$ cat src/rtl/alu_pkg.sv
// alu_pkg: shared FSM state, widths and function-code limits for the ALU subsystem
package alu_pkg;
  localparam int FUNC_W = 5;
  localparam int STATUS_W = 6;
  localparam logic [FUNC_W-1:0] F_LAST = 5'd31;
  typedef enum logic [1:0] {IDLE, EXEC, RESP} state_e;
endpackage

$ cat src/rtl/alu_issue_ctrl.sv
// alu_issue_ctrl: issues commands or 32-op sweeps to the ALU and returns registered results
module alu_issue_ctrl
  import alu_pkg::*;
#(
  parameter int Width = 16,
  parameter int CARRY_BIT = 0
) (
  input  logic                clk,
  input  logic                rst_n,
  input  logic                cmd_valid_i,
  output logic                cmd_ready_o,
  input  logic [Width-1:0]    cmd_a_i,
  input  logic [Width-1:0]    cmd_b_i,
  input  logic                cmd_cin_i,
  input  logic                cmd_chain_i,
  input  logic [FUNC_W-1:0]   cmd_f_i,
  input  logic                sweep_start_i,
  output logic                sweep_busy_o,
  output logic [Width-1:0]    alu_a_o,
  output logic [Width-1:0]    alu_b_o,
  output logic                alu_cin_o,
  output logic [FUNC_W-1:0]   alu_f_o,
  input  logic [Width-1:0]    alu_out_i,
  input  logic [STATUS_W-1:0] alu_status_i,
  output logic                res_valid_o,
  input  logic                res_ready_i,
  output logic [Width-1:0]    res_out_o,
  output logic [STATUS_W-1:0] res_status_o,
  output logic [15:0]         op_count_o
);
  state_e                state_q;
  logic [Width-1:0]      alu_a_q, alu_b_q, res_out_q;
  logic [FUNC_W-1:0]     alu_f_q;
  logic [STATUS_W-1:0]   res_status_q;
  logic                  alu_cin_q, sweep_q, carry_q;
  logic [15:0]           op_count_q;
  assign cmd_ready_o  = (state_q == IDLE) && !sweep_start_i;
  assign res_valid_o  = state_q == RESP;
  assign sweep_busy_o = sweep_q;
  assign alu_a_o      = alu_a_q;
  assign alu_b_o      = alu_b_q;
  assign alu_cin_o    = alu_cin_q;
  assign alu_f_o      = alu_f_q;
  assign res_out_o    = res_out_q;
  assign res_status_o = res_status_q;
  assign op_count_o   = op_count_q;
  // issue -> settle -> respond; a sweep loops RESP->EXEC until the last function code
  always_ff @(posedge clk or negedge rst_n)
    if (!rst_n) begin
      state_q      <= IDLE;
      alu_a_q      <= '0;
      alu_b_q      <= '0;
      alu_cin_q    <= 1'b0;
      alu_f_q      <= '0;
      sweep_q      <= 1'b0;
      res_out_q    <= '0;
      res_status_q <= '0;
      carry_q      <= 1'b0;
      op_count_q   <= '0;
    end else
      case (state_q)
        IDLE:
          if (sweep_start_i) begin
            alu_a_q   <= cmd_a_i;
            alu_b_q   <= cmd_b_i;
            alu_cin_q <= cmd_cin_i;
            alu_f_q   <= '0;
            sweep_q   <= 1'b1;
            state_q   <= EXEC;
          end else if (cmd_valid_i) begin
            alu_a_q   <= cmd_a_i;
            alu_b_q   <= cmd_b_i;
            alu_cin_q <= cmd_chain_i ? carry_q : cmd_cin_i;
            alu_f_q   <= cmd_f_i;
            state_q   <= EXEC;
          end
        EXEC: begin
          res_out_q    <= alu_out_i;
          res_status_q <= alu_status_i;
          carry_q      <= alu_status_i[CARRY_BIT];
          state_q      <= RESP;
        end
        RESP:
          if (res_ready_i) begin
            op_count_q <= op_count_q + 16'd1;
            if (sweep_q && alu_f_q != F_LAST) begin
              alu_f_q <= alu_f_q + 1'b1;
              state_q <= EXEC;
            end else begin
              sweep_q <= 1'b0;
              state_q <= IDLE;
            end
          end
        default: state_q <= IDLE;
      endcase
endmodule

$ cat config.mk
export PLATFORM = sky130hd
export DESIGN_NAME = alu_issue_ctrl
export DESIGN_NICKNAME = d
export VERILOG_FILES = /design/src/rtl/alu_pkg.sv /design/src/rtl/alu_issue_ctrl.sv
export SDC_FILE = /design/constraint.sdc
export NUM_CORES = 1
export LEC_CHECK = 0
export ABC_AREA = 1
export BUFFER_PORTS_ARGS = -buffer_cell sky130_fd_sc_hd__buf_2
export CAP_MARGIN = 20
export CORE_AREA = 2 2 96 98
export CTS_CLUSTER_DIAMETER = 120
export DETAILED_ROUTE_END_ITERATION = 8
export DIE_AREA = 0 0 98 100
export PLACE_DENSITY = 0.72
export SLEW_MARGIN = 20
export SYNTH_ARGS = -nofsm -noshare
export SYNTH_HDL_FRONTEND = slang
export SYNTH_SLANG_ARGS = --single-unit
$ cat constraint.sdc
create_clock -name clk -period 4.5 [get_ports clk]
set_clock_uncertainty 0.05 [all_clocks]
set_input_delay 1.35 -clock clk [delete_from_list [all_inputs] [get_ports clk]]
set_output_delay 1.35 -clock clk [all_outputs]
set_load 0.03 [all_outputs]
==> run_summary.xml <==
<?xml version="1.0" encoding="UTF-8"?>
<metrics>
  <group name="placement">
    <metric name="io_buffer_count" unit="">144</metric>
    <metric name="gp_congestion" unit="">0.773</metric>
    <metric name="placed_area" unit="um2">4210</metric>
    <metric name="detailedPlacementHpwl" unit="um">5160</metric>
    <metric name="preCtsSetupSlack" unit="ns">1.32</metric>
  </group>
  <group name="sta">
    <metric name="timing.final.setup_violations" unit="">0</metric>
    <metric name="timing.hold.ws" unit="ns">0.445</metric>
    <metric name="timing.final.crit_share" unit="">0.708</metric>
    <metric name="setup_repair_after_global_routing_missed_its_margin" unit="">no</metric>
    <metric name="timing_max_transition_violations_final" unit="">0</metric>
    <metric name="final.min_clock_period" unit="ns">3.18</metric>
    <metric name="setup_slack" unit="ns">1.32</metric>
    <metric name="report.final.hold_viol_count" unit="">0</metric>
    <metric name="tns" unit="ns">0</metric>
    <metric name="slew-limit-headroom" unit="">0.319</metric>
    <metric name="fmaxAchievable" unit="GHz">0.314</metric>
    <metric name="worst-slew-pin-transition" unit="ns">1.02</metric>
  </group>
  <group name="route">
    <metric name="routed_wirelength" unit="um">6930</metric>
    <metric name="num_vias" unit="">2570</metric>
    <metric name="drt_pass1_iterations" unit="">4</metric>
    <metric name="drt_first_iter_violations" unit="">72</metric>
    <metric name="ant_nets" unit="">0</metric>
    <metric name="remaining_drc_errors" unit="">0</metric>
    <metric name="via_per_inst" unit="">4.62</metric>
    <metric name="routed_wire_length_per_instance" unit="um">12.5</metric>
  </group>
  <group name="clock_tree">
    <metric name="clkSinkCount" unit="">79</metric>
    <metric name="number_of_buffers_created_by_cts" unit="">9</metric>
    <metric name="cts_root_buffer" unit="">sky130_fd_sc_hd__clkbuf_8</metric>
    <metric name="worst_skew_pair.late_latency" unit="ns">0.34</metric>
    <metric name="gates_resized_cts_repair" unit="">0</metric>
    <metric name="clk_path_buf_depth" unit="">2</metric>
    <metric name="cts_hold_repair.buffers" unit="">0</metric>
    <metric name="cts_setup_buffers" unit="">0</metric>
    <metric name="clock_tree.htree_level_count" unit="">3</metric>
    <metric name="tritoncts" unit="">done</metric>
    <metric name="clkSlewWorstSetupHoldPaths" unit="ns">0.08</metric>
  </group>
  <group name="synth">
    <metric name="syn_area" unit="um2">3410</metric>
    <metric name="netlist_top_cells_area" unit="">sky130_fd_sc_hd__dfrtp_1, sky130_fd_sc_hd__mux2_2, sky130_fd_sc_hd__nand2_1</metric>
    <metric name="netlist-cell-type-count" unit="">24</metric>
    <metric name="ys_ff_latch" unit="">79</metric>
    <metric name="synth_cells" unit="">290</metric>
    <metric name="netlist.top_cell.by_area" unit="">sky130_fd_sc_hd__dfrtp_1</metric>
    <metric name="asyncSetResetFlopFracSynth" unit="">1.00</metric>
    <metric name="leading_post_synthesis_cells_by_instance_count" unit="">sky130_fd_sc_hd__dfrtp_1, sky130_fd_sc_hd__nand2_1, sky130_fd_sc_hd__mux2_2</metric>
    <metric name="synth.avg_cell_area" unit="um2">11.8</metric>
    <metric name="synth_enable_flop_cells" unit="">0</metric>
    <metric name="mappedNetlistNets" unit="">359</metric>
    <metric name="synth.yosys.seq_area_share" unit="">0.580</metric>
    <metric name="synth_top_flop_cell" unit="">sky130_fd_sc_hd__dfrtp_1</metric>
    <metric name="synth_top_cell_area_share" unit="">0.580</metric>
    <metric name="synth_most_common_cell" unit="">sky130_fd_sc_hd__dfrtp_1</metric>
    <metric name="yosysWarnings" unit="">0</metric>
  </group>
  <group name="global_routing">
    <metric name="grt-ovfl-total" unit="">0</metric>
    <metric name="global_route_wire_length_before_repair" unit="um">11400</metric>
    <metric name="grt_start_max_net_pins" unit="">80</metric>
    <metric name="grt_use_total" unit="">0.142</metric>
    <metric name="first_global_vias" unit="">2504</metric>
    <metric name="grt_antenna_before_repair" unit="">0</metric>
  </group>
  <group name="cells_and_area">
    <metric name="area.growth.synth_to_final" unit="%">31.2</metric>
    <metric name="antennaDiodeCount" unit="">0</metric>
    <metric name="finished_cell_area" unit="um2">4470</metric>
    <metric name="final_layout_size_suffix_gt1_frac" unit="">0.503</metric>
    <metric name="nNetsFinal" unit="">509</metric>
    <metric name="finish.utilization" unit="">0.503</metric>
  </group>
  <group name="worst_setup_path">
    <metric name="critPathRequiredTime" unit="ns">3.10</metric>
    <metric name="worstSetupEndpointType" unit="">output pin</metric>
    <metric name="setup.worst_path.class" unit="">in -&gt; out</metric>
    <metric name="cp_data_arrival_time" unit="ns">1.78</metric>
    <metric name="worst_r2r_startpoint" unit="">alu_f_o[0]$_DFFE_PN0P_</metric>
    <metric name="critPathMaxFanout" unit="">4</metric>
    <metric name="timing.critical_path.from" unit="">sweep_start_i</metric>
    <metric name="crit_path_start_kind" unit="">primary input</metric>
  </group>
  <group name="pwr">
    <metric name="leakage" unit="nW">2.29</metric>
    <metric name="power_density_over_the_cells" unit="nW/um2">764</metric>
    <metric name="max-vdd-ir-drop" unit="mV">0.492</metric>
  </group>
  <group name="floorplanning">
    <metric name="fp.dieArea" unit="um2">9800</metric>
    <metric name="core.rowCount" unit="">35</metric>
    <metric name="core_area" unit="um2">8890</metric>
    <metric name="top_level_ports" unit="">145</metric>
    <metric name="chipHeight" unit="um">100</metric>
    <metric name="effective_utilization_at_floorplan" unit="">0.384</metric>
    <metric name="chipWidth" unit="um">98</metric>
  </group>
  <group name="hold_path">
    <metric name="holdCritPathClass" unit="">reg -&gt; reg</metric>
    <metric name="hold_path.startpoint" unit="">alu_cin_o$_DFFE_PN0P_</metric>
  </group>
  <group name="status">
    <metric name="run_status" unit="">finished clean</metric>
  </group>
  <group name="run">
    <metric name="drv.max_cap_violation_count" unit="">0</metric>
  </group>
</metrics>
==> layout make-up <==
class | count | area (um2)
clock buffers | 11 | 141
clock inverters | 5 | 105
fillers | 829 | 4420
inverters | 26 | 97.6
multi-input cells | 179 | 1270
flip-flops and latches | 79 | 1980
well taps | 111 | 139
repair buffers | 145 | 743
==> metrics by stage <==
| step | power (mW) | std cells |
|---|---|---|
| 6_report | 3.42 | 556 |
| 5_1_grt | 3.62 | 556 |
| 4_1_cts | 3.47 | 555 |
| 3_5_place_dp | 2.82 | 539 |
| 3_3_place_gp | 2.77 | 539 |
| 2_1_floorplan | 2.39 | 290 |
==> logic make-up after synthesis <==
family | count (synthesis) | share of synthesized area
xor gates and xnor gates | 10 | 0.0257
AOI/OAI and AO/OA | 15 | 0.0261
and+or+nand+nor | 97 | 0.132
buffers and inverters | 32 | 0.0473
muxes | 54 | 0.178
adders and majority gates | 3 | 0.0110
DFF | 79 | 0.580
==> critical path, stage by stage <==
cell                     delay, ns
sky130_fd_sc_hd__buf_2        0.13
sky130_fd_sc_hd__nor2_1       0.10
sky130_fd_sc_hd__buf_2        0.20
==> path summary, 6_finish.rpt <==
check	endpoint	slack (ns)	depth (start not counted)
min reg2reg	alu_cin_o$_DFFE_PN0P_	0.45	2
max in group asynchronous	alu_b_o[10]$_DFFE_PN0P_	2.90	2
max reg2reg	alu_f_o[2]$_DFFE_PN0P_	2.66	9
max	cmd_ready_o	1.32	3
min in group asynchronous	op_count_o[7]$_DFFE_PN0P_	0.89	1
min	alu_cin_o$_DFFE_PN0P_	0.45	2
==> registers in the layout, indices dropped and copies added (netlist names) <==
name and count:
alu_a_o 16, alu_cin_o 1, res_status_o 6, op_count_o 16
alu_b_o 16, alu_f_o 5, state_q 2, res_out_o 16
sweep_busy_o 1
==> layout by cell type, fill, tap and decap left out <==
cell type	n
sky130_fd_sc_hd__clkbuf_1	1
sky130_fd_sc_hd__buf_12	1
sky130_fd_sc_hd__nor3_1	3
sky130_fd_sc_hd__inv_1	24
sky130_fd_sc_hd__o31ai_1	1
sky130_fd_sc_hd__ha_1	3
sky130_fd_sc_hd__nand3_4	1
sky130_fd_sc_hd__bufinv_16	3
sky130_fd_sc_hd__nor2_1	16
sky130_fd_sc_hd__o21ai_0	11
sky130_fd_sc_hd__buf_4	1
sky130_fd_sc_hd__nor2_4	3
sky130_fd_sc_hd__o21ai_4	1
sky130_fd_sc_hd__nor2_2	1
sky130_fd_sc_hd__clkbuf_8	10
sky130_fd_sc_hd__mux2_2	54
sky130_fd_sc_hd__clkinvlp_4	2
sky130_fd_sc_hd__nand4_4	1
sky130_fd_sc_hd__xor2_1	5
sky130_fd_sc_hd__nand2_2	1
sky130_fd_sc_hd__xnor2_1	5
sky130_fd_sc_hd__nand4_1	4
sky130_fd_sc_hd__buf_2	143
sky130_fd_sc_hd__inv_2	2
sky130_fd_sc_hd__nand3_1	10
sky130_fd_sc_hd__dfrtp_1	79
sky130_fd_sc_hd__nand2_1	57
sky130_fd_sc_hd__a21oi_1	1
sky130_fd_sc_hd__o21ai_1	1
==> per-layer routing <==
layer,global-route usage,share of wire
met2,0.241,0.50
met5,0,0
met1,0.171,0.41
met3,0.0543,0.081
met4,0.0342,0.011
==> power by group <==
group	internal, mW	switching (mW)	total, mW
sequential	1.01	0.173	1.18
clock	0.384	0.255	0.640
combinational	0.580	1.02	1.60
total	1.98	1.44	3.42
(Power assumes the default switching activity.)
